File: src/rtl/if_pkg.sv
// Shared types for the instruction-fetch front end: NOP constant, fetch FSM states, FIFO entry.
// Latency: n/a (types only).
// Backpressure: n/a (types only).
package if_pkg;

  localparam logic [31:0] NOP_INST = 32'h0000_0013;

  typedef enum logic [1:0] {
    FETCH = 2'd0,
    DRAIN = 2'd1,
    IDLE  = 2'd2
  } fetch_state_t;

  typedef struct packed {
    logic [31:0] inst;
    logic [31:0] pc;
  } fetch_entry_t;

  // Sequential fetch advances one word; wraps naturally at 2^32.
  function automatic logic [31:0] pc_inc(input logic [31:0] pc);
    return pc + 32'd4;
  endfunction

endpackage

File: src/rtl/if_fifo.sv
// Prefetch FIFO of fetch entries with push/pop/flush and an occupancy count.
// Latency: write lands at the clock edge; head is read combinationally.
// Backpressure: none internally; the caller's credit scheme keeps push off a full FIFO.
import if_pkg::*;

module if_fifo #(
  parameter int DEPTH = 4,
  parameter int CW    = $clog2(DEPTH) + 1
) (
  input  logic          clk,
  input  logic          reset,
  input  logic          push,
  input  fetch_entry_t  push_data,
  input  logic          pop,
  input  logic          flush,
  output fetch_entry_t  head,
  output logic [CW-1:0] count
);

  localparam int AW = $clog2(DEPTH);

  fetch_entry_t   mem [DEPTH];
  logic [AW-1:0]  rd_ptr;
  logic [AW-1:0]  wr_ptr;

  assign head = mem[rd_ptr];

  // Pointer and occupancy tracking; flush empties the FIFO regardless of push/pop.
  always_ff @(posedge clk or negedge reset) begin
    if (!reset) begin
      rd_ptr <= '0;
      wr_ptr <= '0;
      count  <= '0;
    end else if (flush) begin
      rd_ptr <= '0;
      wr_ptr <= '0;
      count  <= '0;
    end else begin
      if (push) wr_ptr <= wr_ptr + AW'(1);
      if (pop)  rd_ptr <= rd_ptr + AW'(1);
      count <= count + CW'(push) - CW'(pop);
    end
  end

  // Storage needs no reset: entries are only visible through count.
  always_ff @(posedge clk) begin
    if (push && !flush) mem[wr_ptr] <= push_data;
  end

endmodule

File: src/rtl/if_prefetch_unit.sv
// Instruction-fetch front end: in-order word reads, DEPTH-entry prefetch FIFO, redirect flush, halt drain.
// Latency: grant N, rvalid N+k -> inst_valid N+k+1; redirect R -> first request R+1, earliest instruction R+3.
// Backpressure: stall holds the head; requests stop once buffered+outstanding reaches DEPTH. Optional IF_PREFETCH_PERF_EN adds counters.
import if_pkg::*;

module if_prefetch_unit #(
  parameter int          DATA_W   = 32,
  parameter int          DEPTH    = 4,
  parameter logic [31:0] PC_RESET = 32'h0000_0000
) (
  input  logic              clk,
  input  logic              reset,
  output logic              imem_req,
  output logic [31:0]       imem_addr,
  input  logic              imem_gnt,
  input  logic              imem_rvalid,
  input  logic [DATA_W-1:0] imem_rdata,
  input  logic              redirect_valid,
  input  logic [31:0]       redirect_pc,
  input  logic              stall,
  input  logic              halt,
  output logic              inst_valid,
  output logic [DATA_W-1:0] inst,
  output logic [31:0]       inst_pc,
  output logic              halted
`ifdef IF_PREFETCH_PERF_EN
  ,
  output logic [31:0]       perf_fetched,
  output logic [31:0]       perf_discarded,
  output logic [31:0]       perf_stall_cycles
`endif
);

  localparam int CW = $clog2(DEPTH) + 1;

  fetch_state_t  state;
  fetch_state_t  state_nxt;
  logic [31:0]   fetch_pc;
  logic [31:0]   rsp_pc;
  logic [31:0]   redirect_tgt;
  logic [CW-1:0] outstanding;
  logic [CW-1:0] out_nxt;
  logic [CW-1:0] discard;
  logic [CW-1:0] fifo_count;
  logic          credit_ok;
  logic          xfer;
  logic          keep;
  logic          pop;
  logic          drain_done;
  logic          unused_bits;
  fetch_entry_t  head;
  fetch_entry_t  push_entry;

  assign redirect_tgt = {redirect_pc[31:2], 2'b00};
  assign unused_bits  = ^redirect_pc[1:0];

  // Buffered words plus words still in flight never exceed DEPTH, so a response always has a slot.
  assign credit_ok  = ({1'b0, fifo_count} + {1'b0, outstanding}) < (CW+1)'(DEPTH);
  assign xfer       = imem_req & imem_gnt;
  assign out_nxt    = outstanding + CW'(xfer) - CW'(imem_rvalid);
  // No requests issue outside FETCH, so draining only needs the response side.
  assign drain_done = (outstanding - CW'(imem_rvalid)) == '0;

  // Stale responses (discard>0) and the one landing in a redirect cycle are dropped.
  assign keep       = imem_rvalid & (discard == '0) & ~redirect_valid;
  assign inst_valid = fifo_count != '0;
  assign pop        = inst_valid & ~stall & ~redirect_valid;
  assign push_entry = '{inst: imem_rdata, pc: rsp_pc};

  assign imem_addr  = fetch_pc;
  assign inst       = inst_valid ? head.inst : NOP_INST;
  assign inst_pc    = inst_valid ? head.pc   : 32'h0;

  if_fifo #(
    .DEPTH (DEPTH),
    .CW    (CW)
  ) u_fifo (
    .clk       (clk),
    .reset     (reset),
    .push      (keep),
    .push_data (push_entry),
    .pop       (pop),
    .flush     (redirect_valid),
    .head      (head),
    .count     (fifo_count)
  );

  // Fetch FSM state register.
  always_ff @(posedge clk or negedge reset) begin
    if (!reset) state <= FETCH;
    else        state <= state_nxt;
  end

  // Next state and request/halted outputs; redirect overrides everything, halt blocks new requests at once.
  always_comb begin
    state_nxt = state;
    imem_req  = 1'b0;
    halted    = 1'b0;
    case (state)
      FETCH: begin
        imem_req = reset & ~redirect_valid & ~halt & credit_ok;
        if (halt) state_nxt = DRAIN;
      end
      DRAIN: begin
        if (drain_done) state_nxt = IDLE;
      end
      IDLE: begin
        halted = (outstanding == '0);
      end
      default: state_nxt = FETCH;
    endcase
    if (redirect_valid) state_nxt = FETCH;
  end

  // Request/response bookkeeping: fetch PC, response-side PC, in-flight and stale-response counts.
  always_ff @(posedge clk or negedge reset) begin
    if (!reset) begin
      fetch_pc    <= PC_RESET;
      rsp_pc      <= PC_RESET;
      outstanding <= '0;
      discard     <= '0;
    end else begin
      outstanding <= out_nxt;
      if (redirect_valid) begin
        fetch_pc <= redirect_tgt;
        rsp_pc   <= redirect_tgt;
        discard  <= out_nxt;
      end else begin
        if (xfer) fetch_pc <= pc_inc(fetch_pc);
        if (keep) rsp_pc <= pc_inc(rsp_pc);
        if (imem_rvalid && discard != '0) discard <= discard - CW'(1);
      end
    end
  end

`ifdef IF_PREFETCH_PERF_EN
  // Saturating performance counters.
  always_ff @(posedge clk or negedge reset) begin
    if (!reset) begin
      perf_fetched      <= '0;
      perf_discarded    <= '0;
      perf_stall_cycles <= '0;
    end else begin
      if (keep && perf_fetched != '1) perf_fetched <= perf_fetched + 32'd1;
      if (imem_rvalid && !keep && perf_discarded != '1) perf_discarded <= perf_discarded + 32'd1;
      if (state == FETCH && !inst_valid && perf_stall_cycles != '1)
        perf_stall_cycles <= perf_stall_cycles + 32'd1;
    end
  end
`endif

endmodule
File: config.mk
export PLATFORM = sky130hd
export DESIGN_NAME = if_prefetch_unit
export DESIGN_NICKNAME = d
export VERILOG_FILES = /design/src/rtl/if_pkg.sv /design/src/rtl/if_fifo.sv /design/src/rtl/if_prefetch_unit.sv
export SDC_FILE = /design/constraint.sdc
export NUM_CORES = 1
export LEC_CHECK = 0
export BUFFER_PORTS_ARGS = -buffer_cell sky130_fd_sc_hd__buf_4
export CAP_MARGIN = 40
export CORE_MARGIN = 4
export CORE_UTILIZATION = 53
export CTS_CLUSTER_DIAMETER = 30
export DETAILED_ROUTE_END_ITERATION = 7
export GPL_TIMING_DRIVEN = 0
export PLACE_DENSITY = 0.77
export SLEW_MARGIN = 20
export SYNTH_ARGS = -nofsm -noshare
export SYNTH_HDL_FRONTEND = slang
export SYNTH_HIERARCHICAL = 1
export SYNTH_SLANG_ARGS = --single-unit
File: constraint.sdc
create_clock -name clk -period 3.2 [get_ports clk]
set_input_delay 0 -clock clk [delete_from_list [all_inputs] [get_ports clk]]
set_output_delay 0 -clock clk [all_outputs]
set_load 0.02 [all_outputs]
Yosys cells after proc, flatten, opt, wreduce, memory -nomap -nowiden --
Memories as Yosys holds them, arrays and structs flattened. Index checks and enable logic that the tools add are counted.
Operators by class: reduce and logical (&&, ||, !) cells 14, div/mod/pow operators 0, bitwise logic cells 11, add/subtract/negate cells 11, order comparisons 1, muxes and demuxes 21, shifts and indexed selects 0, equal/unequal tests 5, multipliers 0
Operator list (number):
- $mux 32 | 6
- $add 32x3->32 const B | 2
- $mux 2 | 7
- $logic_not 3->1 | 3
- $mux 3 | 3
- $sub 3x1->3 | 3
- $and 1x1->1 | 8
- $reduce_bool 2->1 | 4
- $add 3x1->3 | 2
- $ne 3x3->1 const B | 2
- $pmux 2 s3 | 1
- $reduce_bool 3->1 | 2
- $add 2x1->2 const B | 2
- $add 3x3->4 | 1
- $lt 4x3->1 const B | 1
- $mux 1 | 4
- $not 1->1 | 3
- $reduce_and 3->1 | 1
- $sub 3x1->3 const B | 1
- $eq 2x1->1 const B | 1
- $eq 2x2->1 const B | 1
- $logic_and 1x1->1 | 2
- $logic_not 2->1 | 1
- $ne 2x2->1 const B | 1
- $logic_not 1->1 | 1
Word-level totals: memories 1, memory bits (writable) 256, bits of input ports 71, register bits 79, word-level logic and storage cells 72, bits in read-only memories 0, output and inout bits 99, latch bits 0
Memories:
- u_fifo.mem | words 4, width 64, rd ports 1, clocked after memory_dff 0, wr ports 1, line if_fifo.sv:22 | fetch_entry_t mem [DEPTH];

Longest topological paths before layout --
Gate-level depths: netlist of run 1.
depth in word-level cells 9, mapped depth 12, depth with buffers taken out 12

Cells and area by module --
Netlist of run 1, hierarchy kept.
Modules (own cells, without submodules):
- if_fifo | area an instance 9688.0 µm², seq. area each 7862.5 µm², instances 1, cells each 372
- if_prefetch_unit | area an instance 4371.7 µm², seq. area each 1701.6 µm², instances 1, cells each 488

Worst setup path after synthesis of run 1 --
No wires, ideal clock.
path type reg2reg, start register discard[0], end memory u_fifo/mem[0][0] (netlist bit), enable pin, buffers on the path 0, stages on the path, launching flop included 7, clock period less this slack 3.231 ns, required time 2.771 ns, data arrival time 2.803 ns, path slack -0.031 ns, library setup time 0.429 ns, cell sequence dfrtp_1 > inv_1 > ha_1 > nand3b_4 > nor2_1 > nor2b_1 > and2_1
Between the ends: cells in the longest elaborated chain, start to end 6
RTL lines:
- start: declaration | line if_prefetch_unit.sv:43 | logic [CW-1:0] discard;
- start signal: assignment | line if_prefetch_unit.sv:127 | discard <= out_nxt;
- start signal: assignment | line if_prefetch_unit.sv:131 | if (imem_rvalid && discard != '0) discard <= discard - CW'(1);
- $logic_not 3->1 | line if_prefetch_unit.sv:65 | assign keep = imem_rvalid & (discard == '0) & ~redirect_valid;
- $and 1x1->1 (2 in a row) | line if_prefetch_unit.sv:65
- via keep | line if_prefetch_unit.sv:47 | logic keep;
- $logic_and 1x1->1 | line if_fifo.sv:47 | if (push && !flush) mem[wr_ptr] <= push_data;
- $mux 1 | line if_fifo.sv:47
- $mux 1 (implied by the code) | line if_fifo.sv:47
- end: declaration | line if_fifo.sv:22
The timed path passes the listed nets, and every way through them passes these cells.

Worst setup path in the final report of run 1 --
start input port redirect_valid, end memory u_fifo/mem[0][42] (netlist bit), enable pin
Between the ends: cells in the longest elaborated chain, start to end 5, elaborated cells between the ends (all ways) 6, classes of those cells mux: 2; bitwise: 2; reduce/logical: 2
RTL lines:
- start: declaration | line if_prefetch_unit.sv:18 | input logic redirect_valid,
- $not 1->1 | line if_prefetch_unit.sv:65
- $and 1x1->1 | line if_prefetch_unit.sv:65
- via keep | line if_prefetch_unit.sv:47
- $logic_and 1x1->1 | line if_fifo.sv:47
- $mux 1 | line if_fifo.sv:47
- $mux 1 (implied by the code) | line if_fifo.sv:47
The timed path passes the listed nets, and every way through them passes these cells.

==> impl_metrics.ini, run 1 <==
[placement]
place_congestion = 0.902
dp_cells = 1375
dp_hpwl_um = 19900
placed_area_um2 = 15900
portBuffers = 165

[route]
drt_iter0_drc = 733
ant_nets = 0
first_pass_iters = 5
drt-total-wl_um = 33600
wl_per_cell_um = 21.4
via_count = 8879
avgViaCountPerCell = 5.65
route.detailed.drc = 0

[worst_setup_path]
r2r_cells = 12
worst_path_max_delay_cell = dlygate4sd3_1
crit_family = buffers and inverters
cp_data_required_time_ns = 3.43
timing.rr.start = outstanding[2]
endpoint_kind = register
critPathLaunchType = input pin
rrSetupSlack_ns = 0.23
crit_buf_inv = 6
rr_endpoint = discard[2]
arrival_ns = 3.25
path_class = input pin to register
crit_fanout = 28
critPathMaxStageDelay_ns = 0.54
path_cells = dlygate4sd3_1 > buf_4 > clkbuf_1 > clkbuf_2 > buf_1 > nor2_1 > nor2b_2 > and2_4 > buf_12

[timing]
fmax_mhz = 332
finalCritPeriodShare = 0.941
finalHoldViolCount = 0
slew_viol_final = 0
period_needed_ns = 3.01
worst-slew-pin-transition_ns = 0.637
setup_viol = 0
relSlewSlack = 0.574
fin_worst_skew_ns = 0.0155

[die]
core_um2 = 26100
fp.dieW_um = 171
die_height_um = 171
io_pins = 170
dieArea_um2 = 29200
start_util = 0.540
rows = 59

[final_layout]
instances_no_fill = 1571
nets = 1271
regArea_um2 = 9560
fin_area_um2 = 18900
diodes = 0
final_cell_mix = 256 x edfxtp_1, 170 x buf_4, 75 x dfrtp_1, 70 x dlygate4sd3_1, 68 x clkbuf_16
multi_input_area_um2 = 4250
fin_util = 0.726
syn_to_final_growth_pct = 34.5
fillers = 1582
drive_above_1_share = 0.327
final_common_cell = edfxtp_1

[global_route]
grt_pass1_vias = 9337
track_usage = 0.227
grt_max_degree = 57
grt_pass1_wl_um = 51000
overflow = 0
antenna_found_initial = 0

[synthesis]
ys_warn_count = 6
synth_edf_count = 256
syn_area_um2 = 14100
syn_avg_cell_area_um2 = 16.3
synthCells = 860
ys_async_sr_fraction = 0.227
synth_seq_area_share = 0.680
synth_seq_cells = 331
ys.flop_type = edfxtp_1
ys_types = 61

[clocking]
cts_buffers = 66
cts_setup_buffers = 0
cts.sinks = 331
clock_latency_ns = 0.55
cts_root_buf = clkbuf_16
clk_pin_slew_ns = 0.05
h-tree-depth = 3
clockBufferDepth = 3
cts_tree = done

[power_and_ir_drop]
vdd_drop_max_uv = 537
p_leak_nw = 7.05
p_per_area_nw_per_um2 = 796
power_mw = 15.1

[run]
maxCapViolations = 0

[worst_hold_path]
hp-class = input pin to async pin

[run_status]
status = finished, final reports clean
-- report_power, final --
| group | total [mW] | internal (mW) | leakage [nW] | switching (mW) |
|---|---|---|---|---|
| logic | 3.14 | 1.42 | 2.76 | 1.73 |
| registers | 5.08 | 4.85 | 3.20 | 0.224 |
| clock network | 6.83 | 4.56 | 1.09 | 2.27 |
-- registers in the layout, summed over array words and instances (netlist names) --
register	count
u_fifo/count	3
u_fifo/mem	256
state	2
rsp_pc	30
u_fifo/wr_ptr	2
imem_addr	30
u_fifo/rd_ptr	2
discard	3
outstanding	3
-- final cells by class --
cell class                 count  area share
sequential                   331       0.506
clock inverter                46      0.0272
tap                          335      0.0222
clock buffer                  75      0.0930
buffer                        37      0.0125
inverter                      24     0.00476
multi-input combinational    481       0.225
timing repair buffer         242       0.110
-- stage by stage --
stage	TNS, ns	hold WS [ns]	setup WS (ns)
2_1_floorplan	0	-0.296	0.613
3_3_place_gp	-102.36	0.201	-0.422
3_5_place_dp	0	-0.0794	0.0109
4_1_cts	0	0.0393	0.0556
5_1_grt	-0.00840	0.0645	-0.00444
6_report	0	0.0389	0.187
-- worst max path at each step --
stage | startpoint | endpoint | slack [ns] | depth (start not counted)
2_1_floorplan | outstanding[2] | discard[2] | 0.61 | 12
3_3_place_gp | redirect_valid | u_fifo/mem[0][37] | -0.42 | 7
3_5_place_dp | u_fifo/count[1] | u_fifo/count[2] | 0.01 | 11
4_1_cts | redirect_valid | u_fifo/mem[0][62] | 0.06 | 9
5_1_grt | redirect_valid | u_fifo/mem[0][27] | -0.004 | 9
6_report | redirect_valid | u_fifo/mem[0][42] | 0.19 | 9
-- repair_timing --
item / CTS / global route
pin swaps: 0 / 4
hold endpoints to repair: 274 / 0
cloned: 0 / 4
hold buffers: 70 / 0
endpoints found under the setup margin: 1 / 122
gates resized for setup: 1 / 3
-- layer usage --
metal	vias up	global-route usage	routed length, um
met2	410	0.378	16800
met1	4453	0.295	13600
met4	0	0.0916	957
li1	3934	-	-
met3	82	0.0474	2300
met5	-	0	0
-- cells in the mapped netlist (all sizes together), types with 2 or more instances --
| cell type | n | area share |
|---|---|---|
| nor3b | 3 | 0.0016 |
| and4 | 3 | 0.0019 |
| a21oi | 24 | 0.0085 |
| mux2 | 9 | 0.0072 |
| and3 | 5 | 0.0022 |
| nand2 | 48 | 0.013 |
| o311ai | 2 | 0.0012 |
| fa | 2 | 0.0028 |
| o31ai | 2 | 0.0011 |
| o21ai | 20 | 0.0071 |
| clkbuf | 15 | 0.0040 |
| buf | 22 | 0.013 |
| xnor2 | 27 | 0.017 |
| and4b | 2 | 0.0014 |
| nand3b | 5 | 0.0036 |
| nand2b | 7 | 0.0031 |
| o211ai | 6 | 0.0036 |
| xor2 | 26 | 0.016 |
| edfxtp | 256 | 0.55 |
| nor4 | 8 | 0.0083 |
| dfrtp | 75 | 0.13 |
| a31oi | 2 | 0.00089 |
| or3 | 3 | 0.0013 |
| nor3 | 10 | 0.0051 |
| mux2i | 2 | 0.0014 |
| nor2 | 39 | 0.010 |
| or2 | 2 | 0.00089 |
| mux4 | 64 | 0.10 |
| nand4 | 18 | 0.010 |
| nand3 | 30 | 0.011 |
| o21bai | 2 | 0.0011 |
| inv | 24 | 0.0064 |
| a21boi | 4 | 0.0021 |
| and2 | 68 | 0.030 |
| nor2b | 2 | 0.00089 |
| ha | 15 | 0.013 |
-- cell families after synthesis --
kind of cell,after synthesis,synth area share
compound gates,66,0.0281
xor+xnor,54,0.0346
fa+ha+maj,17,0.0162
buf+inv,61,0.0231
flops,331,0.680
mux,75,0.111
other cells,1,0.000267
simple gates,255,0.106
-- worst reg2reg max path, cell delays in order, from the launching register on --
cell	delay [ns]
dfrtp_1	0.43
ha_1	0.23
or3b_1	0.38
and4b_1	0.40
inv_2	0.18
ha_1	0.30
inv_1	0.05
ha_1	0.12
inv_1	0.04
fa_1	0.37
xnor2_1	0.22
nand2_1	0.07
o21ai_0	0.09
Note: power is estimated with default switching activity, not from simulation.
==> inputs of run 2 (changes only) <==
MAX_ROUTING_LAYER = met4   (was unset)
==> run 2 against run 1 <==
Effect of this change: wire length fell by 2.6%; via count down 3.1%; critical path depth up 3; final cell count down 1.6%; critical endpoint is now discard[2]; largest power group unchanged.
==> impl_metrics.ini, run 2 (synthesis results as in run 1) <==
[route]
route.detailed.drc = 0
drt_iter0_drc = 660
wl_per_cell_um = 21.2
first_pass_iters = 8
drt-total-wl_um = 32700
ant_nets = 0
via_count = 8603
avgViaCountPerCell = 5.56

[timing]
fmax_mhz = 337
timing.hold.ws_ns = 0.0333
layout_setup_ws_ns = 0.230
rsz0062_at_grt = no
relSlewSlack = 0.514
worst-slew-pin-transition_ns = 0.729
setup_tns_ns = 0
fin_worst_skew_ns = 0.0253
finalCritPeriodShare = 0.928
finalHoldViolCount = 0
setup_viol = 0
period_needed_ns = 2.97
slew_viol_final = 0

[worst_setup_path]
worst_path_max_delay_cell = dfrtp_1
rr_endpoint = discard[2]
crit_end = discard[2]
critPathLaunch = outstanding[2]
cp_data_required_time_ns = 3.68
critPathMaxStageDelay_ns = 0.43
rrSetupSlack_ns = 0.23
r2r_cells = 12
cp_common_cell = ha_1
path_class = register to register
arrival_ns = 3.45
critPathLaunchType = register
crit_fanout = 9
endpoint_kind = register
path_cells = ha_1 > or3b_1 > and4b_1 > inv_2 > ha_1 > inv_1 > ha_1 > inv_1 > fa_1 > xnor2_1 > nand2_1 > o21ai_0
timing.rr.start = outstanding[2]

[die]
dieArea_um2 = 29200
start_util = 0.540
core_um2 = 26100
rows = 59
die_height_um = 171
io_pins = 170
fp.dieW_um = 171

[final_layout]
diodes = 0
instances_no_fill = 1546
fin_area_um2 = 18400
final_cell_mix = 256 x edfxtp_1, 170 x buf_4, 75 x dfrtp_1, 68 x dlygate4sd3_1
final_common_cell = edfxtp_1
nets = 1255
drive_above_1_share = 0.317
largest_register_ffs = 256
top_register = u_fifo/mem
fin_util = 0.708
syn_to_final_growth_pct = 31.2

[run]
maxCapViolations = 0

[clocking]
clockBufferDepth = 3
cts_tree = done
clk_pin_slew_ns = 0.05
cts_root_buf = clkbuf_16
cts_buffers = 54
h-tree-depth = 2
clock_latency_ns = 0.55
cts.sinks = 331
cts_setup_buffers = 0

[placement]
place_congestion = 0.915
dp_cells = 1375
placed_area_um2 = 15900
dp_hpwl_um = 20300
dpl_worst_slack_ns = -0.0192
portBuffers = 165

[global_route]
grt_pass1_wl_um = 50200
grt_max_degree = 54
overflow = 0
grt_pass1_vias = 9023
antenna_found_initial = 0
track_usage = 0.231

[run_status]
status = finished, final reports clean

[power_and_ir_drop]
vdd_drop_max_uv = 635
p_per_area_nw_per_um2 = 756
p_leak_nw = 6.82
power_mw = 13.9

[worst_hold_path]
hp-class = input pin to async pin
-- run 2: power by group --
| part | internal (mW) | leakage, nW | switching [mW] |
|---|---|---|---|
| Sequential | 4.85 | 3.20 | 0.226 |
| Clock | 3.69 | 0.882 | 2.03 |
| Combinational | 1.41 | 2.74 | 1.73 |
-- run 2: cell type report --
type                            count  area (um2)
Buffer                             37         236
Timing Repair Buffer              240        2060
Tap cell                          335         419
Inverter                           24        90.1
Sequential cell                   331        9560
Clock buffer                       58        1370
Fill cell                        1711        7620
Multi-Input combinational cell    479        4240
Clock inverter                     42         467
-- run 2: worst min path at each step --
| stage | from | end | slack [ns] | cells past startpoint |
|---|---|---|---|---|
| finish | reset | imem_addr[3] | 0.03 | 3 |
| global route | reset | imem_addr[3] | 0.05 | 3 |
| CTS | reset | imem_addr[3] | 0.03 | 3 |
| detailed placement | reset | imem_addr[8] | -0.06 | 1 |
| global placement | imem_rdata[20] | u_fifo/mem[0][52] | 0.20 | 1 |
| floorplan | reset | discard[0] | -0.30 | 0 |
-- run 2: layer usage --
layer  global-route usage  up-vias  share of wire
met3               0.0434       68          0.073
li1                     -     3885              -
met1                0.293     4276           0.39
met5                    -        -              0
met4               0.0730        0          0.030
met2                0.383      374           0.51
-- run 2: repair_timing --
action,in CTS,in global routing
cloned,0,2
pin swaps,0,2
hold buffers,69,0
endpoints found under the setup margin,1,141
endpoints found under the hold margin,274,0
gates resized for setup,1,3
-- run 2: worst max-delay path, delay by kind of cell (launching register included) --
| family | cells | cell delay [ns] |
|---|---|---|
| and+or+nand+nor | 3 | 0.84 |
| DFF | 1 | 0.43 |
| buffers and inverters | 3 | 0.27 |
| AOI/OAI and AO/OA | 1 | 0.08 |
| adders and majority gates | 4 | 1.05 |
| xor gates and xnor gates | 1 | 0.21 |
